[config.mk]
export PLATFORM = sky130hd
export DESIGN_NAME = display_page_select
export DESIGN_NICKNAME = d
export VERILOG_FILES = /design/src/rtl/disp_pkg.sv /design/src/rtl/btn_debounce.sv /design/src/rtl/display_page_select.sv
export SDC_FILE = /design/constraint.sdc
export NUM_CORES = 1
export LEC_CHECK = 0
export CORE_UTILIZATION = 40
export CTS_CLUSTER_DIAMETER = 40
export DETAILED_ROUTE_END_ITERATION = 16
export PLACE_DENSITY_LB_ADDON = 0.25
export SLEW_MARGIN = 0
export SYNTH_ARGS = -nofsm -noshare
export SYNTH_HDL_FRONTEND = slang
export SYNTH_SLANG_ARGS = --single-unit
[constraint.sdc]
create_clock -name Clk -period 2.7 [get_ports Clk]
set_input_delay 0.54 -clock Clk [delete_from_list [all_inputs] [get_ports Clk]]
set_output_delay 0.54 -clock Clk [all_outputs]
set_load 0.05 [all_outputs]
[src/rtl/disp_pkg.sv]
// Shared types for the display page selector: page codes, debounce FSM
// states and the digit count of the 7-segment bank.
package disp_pkg;

    localparam int NUM_DIGITS = 8;

    typedef enum logic [1:0] {
        PG_CTRL = 2'd0,
        PG_OPS  = 2'd1,
        PG_RES  = 2'd2
    } page_t;

    typedef enum logic [1:0] {
        IDLE         = 2'd0,
        PRESS_WAIT   = 2'd1,
        HELD         = 2'd2,
        RELEASE_WAIT = 2'd3
    } dbnc_state_t;

endpackage

[src/rtl/btn_debounce.sv]
// Push-button conditioner: two-flop synchronizer, debounce FSM and a
// single-cycle advance pulse per accepted press.
//
// state        | meaning
// -------------+---------------------------------------------------
// IDLE         | button released and stable
// PRESS_WAIT   | button seen low, counting stable low samples
// HELD         | press accepted, waiting for the release
// RELEASE_WAIT | button seen high, counting stable high samples
//
// A press that is already held when reset is released is not accepted:
// the FSM stays disarmed until it has seen a genuine released sample,
// i.e. one taken after the synchronizer has flushed its reset value.
module btn_debounce
    import disp_pkg::*;
#(
    parameter int DEBOUNCE_CYCLES = 500000
) (
    input  logic Clk,
    input  logic ResetN,
    input  logic PageBtnN,
    output logic advance_o
);

    localparam int            CW       = (DEBOUNCE_CYCLES > 1) ? $clog2(DEBOUNCE_CYCLES) : 1;
    localparam logic [CW-1:0] CNT_LAST = CW'(DEBOUNCE_CYCLES - 1);

    logic [1:0]    sync_q;
    logic [1:0]    vld_q;
    logic          armed_q;
    logic          btn_s;
    dbnc_state_t   state_q, state_d;
    logic [CW-1:0] cnt_q, cnt_d;

    assign btn_s = sync_q[1];

    // Synchronizer (reset to released) and its flush tracker.
    always_ff @(posedge Clk or negedge ResetN) begin
        if (!ResetN) begin
            sync_q  <= 2'b11;
            vld_q   <= 2'b00;
            armed_q <= 1'b0;
        end else begin
            sync_q  <= {sync_q[0], PageBtnN};
            vld_q   <= {vld_q[0], 1'b1};
            armed_q <= armed_q | (vld_q[1] & btn_s);
        end
    end

    // Debounce FSM state and stable-sample counter.
    always_ff @(posedge Clk or negedge ResetN) begin
        if (!ResetN) begin
            state_q <= IDLE;
            cnt_q   <= '0;
        end else begin
            state_q <= state_d;
            cnt_q   <= cnt_d;
        end
    end

    // Next-state, counter and advance pulse.
    always_comb begin
        state_d   = state_q;
        cnt_d     = cnt_q;
        advance_o = 1'b0;
        case (state_q)
            IDLE: begin
                if (!btn_s && armed_q) begin
                    state_d = PRESS_WAIT;
                    cnt_d   = '0;
                end
            end
            PRESS_WAIT: begin
                if (btn_s) begin
                    state_d = IDLE;
                end else if (cnt_q == CNT_LAST) begin
                    state_d   = HELD;
                    advance_o = 1'b1;
                end else begin
                    cnt_d = cnt_q + CW'(1);
                end
            end
            HELD: begin
                if (btn_s) begin
                    state_d = RELEASE_WAIT;
                    cnt_d   = '0;
                end
            end
            RELEASE_WAIT: begin
                if (!btn_s) begin
                    state_d = HELD;
                end else if (cnt_q == CNT_LAST) begin
                    state_d = IDLE;
                end else begin
                    cnt_d = cnt_q + CW'(1);
                end
            end
            default: begin
                state_d = IDLE;
            end
        endcase
    end

endmodule

[src/rtl/display_page_select.sv]
// Debug page selector feeding the eight hex digit decoders. A debounced
// push-button steps through the pages; the selected page is sliced into
// registered nibbles with per-digit blank flags.
// Build option: DISP_FREEZE_EN adds a Freeze input that holds Digits/Blank.
module display_page_select
    import disp_pkg::*;
#(
    parameter int DEBOUNCE_CYCLES = 500000,
    parameter int NUM_PAGES       = 3
) (
    input  logic                      Clk,
    input  logic                      ResetN,
    input  logic                      PageBtnN,
    input  logic [7:0]                PC,
    input  logic [15:0]               IR,
    input  logic [3:0]                State,
    input  logic [15:0]               ALU_A,
    input  logic [15:0]               ALU_B,
    input  logic [15:0]               ALU_Q,
`ifdef DISP_FREEZE_EN
    input  logic                      Freeze,
`endif
    output logic [4*NUM_DIGITS-1:0]   Digits,
    output logic [NUM_DIGITS-1:0]     Blank,
    output logic [1:0]                Page
);

    localparam logic [1:0] PAGE_LAST = 2'(NUM_PAGES - 1);

    logic                    advance;
    logic [1:0]              page_q, page_d;
    logic [4*NUM_DIGITS-1:0] digits_q, digits_d;
    logic [NUM_DIGITS-1:0]   blank_q, blank_d;

    btn_debounce #(
        .DEBOUNCE_CYCLES (DEBOUNCE_CYCLES)
    ) u_btn_debounce (
        .Clk       (Clk),
        .ResetN    (ResetN),
        .PageBtnN  (PageBtnN),
        .advance_o (advance)
    );

    // Page index: wrap on advance, recover from an out-of-range code.
    always_comb begin
        page_d = page_q;
        if (page_q > PAGE_LAST) begin
            page_d = 2'd0;
        end else if (advance) begin
            page_d = (page_q == PAGE_LAST) ? 2'd0 : page_q + 2'd1;
        end
    end

    // Digit map for the current page; blanked digits carry a zero nibble.
    always_comb begin
        digits_d = '0;
        blank_d  = '1;
        case (page_t'(page_q))
            PG_CTRL: begin
                digits_d = {PC, IR, 4'h0, State};
                blank_d  = 8'b0000_0010;
            end
            PG_OPS: begin
                digits_d = {ALU_A, ALU_B};
                blank_d  = 8'b0000_0000;
            end
            PG_RES: begin
                digits_d = {16'h0000, ALU_Q};
                blank_d  = 8'b1111_0000;
            end
            default: begin
                digits_d = '0;
                blank_d  = '1;
            end
        endcase
    end

    // Page and output registers.
    always_ff @(posedge Clk or negedge ResetN) begin
        if (!ResetN) begin
            page_q   <= 2'd0;
            digits_q <= '0;
            blank_q  <= '1;
        end else begin
            page_q <= page_d;
`ifdef DISP_FREEZE_EN
            if (!Freeze) begin
                digits_q <= digits_d;
                blank_q  <= blank_d;
            end
`else
            digits_q <= digits_d;
            blank_q  <= blank_d;
`endif
        end
    end

    assign Digits = digits_q;
    assign Blank  = blank_q;
    assign Page   = page_q;

endmodule
* Word-level counts from Yosys, hierarchy flattened
Index checks and enable logic that the tools add are counted.
Word-level totals: bits of input ports 79, bits in registers 68, bits in read-only memories 0, latch bits 0, memories kept 0, memory bits (writable) 0
Cells by class: $mul 0, mux-type cells 21, bitwise gates (word level) 2, order comparisons 1, add/subtract/negate cells 2, shift operators 0, reductions and logical operators 7, div/mod/pow operators 0, equal/unequal tests 12
Operator list (number):
- $pmux 32 s3 | 1
- $mux 19 | 5
- $pmux 19 s4 | 1
- $pmux 8 s3 | 1
- $add 19x1->19 const B | 1
- $eq 19x19->1 const B | 1
- $mux 2 | 9
- $pmux 2 s4 | 1
- $reduce_and 4->1 | 2
- $eq 2x2->1 const B | 3
- $ne 2x1->1 const B | 3
- $eq 2x1->1 const B | 2
- $logic_not 2->1 | 2
- $mux 1 | 3
- $ne 3x1->1 const B | 1
- $ne 3x3->1 const B | 1
- $add 2x1->2 const B | 1
- $gt 2x2->1 const B | 1
- $ne 2x2->1 const B | 1
- $reduce_bool 2->1 | 1
- $and 1x1->1 | 1
- $logic_and 1x1->1 | 1
- $logic_not 1->1 | 1
- $or 1x1->1 | 1

* Logic depth before layout (Yosys ltp)
depth after elaboration 6, depth in mapped cells 6

* By module
Synthesis repeated with hierarchy kept, for this count alone.
Unflattened totals: cell total of the unflattened synthesis 284, area total of the unflattened synthesis 2946.6 µm²
Modules (own cells, without submodules):
- display_page_select | area an instance 1557.7 µm², times used 1, cells each 131
- btn_debounce | area an instance 1388.8 µm², times used 1, cells each 153

* Least setup slack after synthesis
No wires, ideal clock.
kind flip-flop to flip-flop, start register page_q[0] (netlist: Page[0]), end register digits_q[0] (netlist: Digits[0]), cell stages (with the launch flop) 7, buffers on the path 2, slack 0.881 ns, clock period less this slack 1.819 ns, arrival 1.687 ns, path through dfrtp_1 inv_1 ha_1 clkbuf_1 clkbuf_1 a222oi_1 nor2_1
On the way: longest elaborated chain between the ends 2
RTL lines:
- from (decl) | RTL line display_page_select.sv:31 | logic [1:0] page_q, page_d;
- from (signal assigned) | RTL line display_page_select.sv:85 | page_q <= page_d;
- $eq 2x2->1 (tied with other cells) | RTL line display_page_select.sv:58 | case (page_t'(page_q))
- $pmux 32 s3 * | RTL line display_page_select.sv:58
- named net digits_d[0] | RTL line display_page_select.sv:32 | logic [4*NUM_DIGITS-1:0] digits_q, digits_d;
- to (signal assigned) | RTL line display_page_select.sv:92 | digits_q <= digits_d;
- to (decl) | RTL line display_page_select.sv:32
Mark *: on every way through the listed nets, which the timed path passes. The rest lies on a longest branch. A chain may end at the register's enable or synchronous reset.

==> flow_summary.yaml <==
setup_path:
  start_kind: "flip-flop"
  worstPathArrival_ns: 1.72
  cp_top_family: "buffers and inverters"
  worstPathMaxFanout: 4
  regToRegSetupSlack_ns: 0.77
  crit_required_ns: 2.16
  timing.rr.end: "u_btn_debounce.cnt_q[4]"
  critical_path_buf_inv_count: 1
  crit_chain: "clkdlybuf4s50_1"
  endpoint_kind: "output pin"
  reg2reg_depth: 5
  crit_type: "reg -> out"
  critical_path.max_stage_delay_ns: 0.83
  cpMaxStageDelayCell: "clkdlybuf4s50_1"
clock_network:
  htree_levels: 3
  cts_buffers: 9
  post-cts-setup-buffer-count: 0
  cts_sinks: 63
  ctsLongestPathBuffers: 2
  clk_latency_ns: 0.34
  clockRootBuffer: "clkbuf_8"
  cts.clk_slew.worst_paths_ns: 0.07
  hold_buffers: 0
  post_cts_resized: 0
  cts_tree: "built"
timing:
  relSlewSlack_pct: 54.6
  fin_skew_ns: 0.00685
  max_freq_mhz: 442
  finalHoldViolCount: 0
  hold_slack_ns: 0.215
  period_needed_ns: 2.26
  setup_viol_count_final: 0
  tightest_slew_ns: 0.682
  fin_tns_setup_ns: 0
  rsz0062_at_grt: "false"
  slew_viol_final: 0
  fin_crit_sh_pct: 83.8
die:
  fp-row-count: 30
  dieArea_um2: 7300
  core-area_um2: 6760
  initial_core_util_pct: 41.2
  dieWidth_um: 85.5
  io_pins: 121
  die_h_um: 85.5
route:
  viasPerCell: 5.36
  ant_nets: 0
  first_pass_iters: 6
  initialDrtViolationCount: 206
  wl_mm: 7.53
  wl_per_cell_um: 16.3
  vias: 2471
  drc: 0
outcome:
  status: "finished clean"
worst_hold_path:
  hold_class: "in -> async"
global_routing:
  grt_max_degree: 37
  grt_pass1_wl_mm: 12.1
  antenna_found_initial: 0
  grt_pass1_vias: 2435
  grt_overflow: 0
  track_usage_pct: 21.8
layout:
  mostFrequentLayoutCells: "clkdlybuf4s50_1 (119), dfrtp_1 (58), nor2_1 (51)"
  drive_above_1_share_pct: 8.92
  nets: 461
  syn2layout_area_growth_pct: 53.3
  diodes: 0
  layout_commonest_cell: "clkdlybuf4s50_1"
synth:
  synth_ff_type: "dfrtp_1"
  ys_warn_count: 0
  synth_area_leaders: "dfrtp_1 (52%), nor2_1 (6.9%), a22oi_1 (5.4%)"
  syn_area_um2: 2790
  synth_top_cell_by_area: "dfrtp_1"
  synth_seq_area_share_pct: 56.8
  ys_ff_latch: 63
  synth_edf_count: 0
  avgSynthCellArea_um2: 10.8
  synthArstFlopShare_pct: 100
  synth_fp_nets: 344
  synth_top_area_share_pct: 52.1
  synthCells: 259
  yosysUniqueCellTypes: 37
placement:
  port_buffers: 120
  place_hpwl_mm: 5.32
  place.gp.congestion: 0.833
run:
  drv_cap: 0
power:
  p_leak_uw: 0.00182
  vdd_drop_max_mv: 0.283
  pwr_density_cell_nw_per_um2: 527
## through the flow
step	util [%]	instance area [um^2]	total power [uW]	instances	setup WS, ns
CTS	63.2	4270	2270	461	0.420
finish	63.2	4270	2250	461	0.438
global route	63.2	4270	2330	461	0.406
floorplan	-	2790	1130	259	0.881
detailed placement	59.8	4040	1330	445	0.803
global placement	59.8	4040	1320	445	0.802
## registers in the layout (all words and copies together), names as in the netlist, named ones only
signal / count
Blank: 3
Digits: 32
Page: 2
u_btn_debounce.armed_q: 1
u_btn_debounce.cnt_q: 19
u_btn_debounce.state_q: 1
u_btn_debounce.sync_q: 2
u_btn_debounce.vld_q: 2
## routing by layer
layer / part of all wire, % / vias to the layer above / wire [um] / global-route usage [%]
li1: - / 1163 / - / -
met1: 39 / 1187 / 2960 / 27.5
met2: 51 / 108 / 3840 / 34.9
met3: 7.4 / 13 / 558 / 5.64
met4: 2.4 / 0 / 179 / 10.8
met5: 0 / - / 0 / 0
## report_power, final
group	switching, uW	internal (uW)
logic	154	160
clock network	376	568
registers	17.2	976
total	547	1700
## kinds of logic (layout without fill, tap and decap cells)
kind of cell / Yosys count / in the layout / share of synthesized area (%)
AOI/OAI and AO/OA: 48 / 48 / 13.2
buffers and inverters: 26 / 148 / 4.22
muxes: 3 / 3 / 1.17
and+or+nand+nor: 99 / 99 / 17.6
adders and majority gates: 6 / 6 / 2.69
other: 1 / 1 / 0.135
xor gates and xnor gates: 13 / 13 / 4.09
DFF: 63 / 63 / 56.8
## final cells by class
class	count	area (um^2)
clock buffers	11	151
clock inverters	5	80.1
fillers	560	2480
inverters	7	26.3
multi-input cells	170	1090
flip-flops and latches	63	1580
well taps	80	100
repair buffers	125	1250
## synth_stat cells (2+ instances only)
cell      instances
dfrtp_1          58
nor2_1           51
a22oi_1          20
a222oi_1         12
clkbuf_1         12
nand4_1          12
nand2_1           9
xor2_1            9
inv_1             7
ha_1              6
a21oi_1           5
and3_1            5
buf_4             5
dfstp_2           5
o21ai_0           5
nand3_1           4
or3_1             4
xnor2_1           4
nor4_1            3
a21o_1            2
mux2_2            2
nor4b_1           2
nor4bb_1          2
o21ai_2           2
## how the worst max path moves through the flow
stage                     slack, ns     start         to  depth (start not counted)
after detailed placement       0.80  Blank[6]   Blank[4]                          1
final                          0.44  Blank[6]   Blank[4]                          1
after global routing           0.41  Blank[6]   Blank[4]                          1
after global placement         0.80  Blank[6]   Blank[4]                          1
after CTS                      0.42  Blank[6]   Blank[4]                          1
after floorplan                0.88   Page[0]  Digits[0]                          6
(Power assumes the default switching activity.)
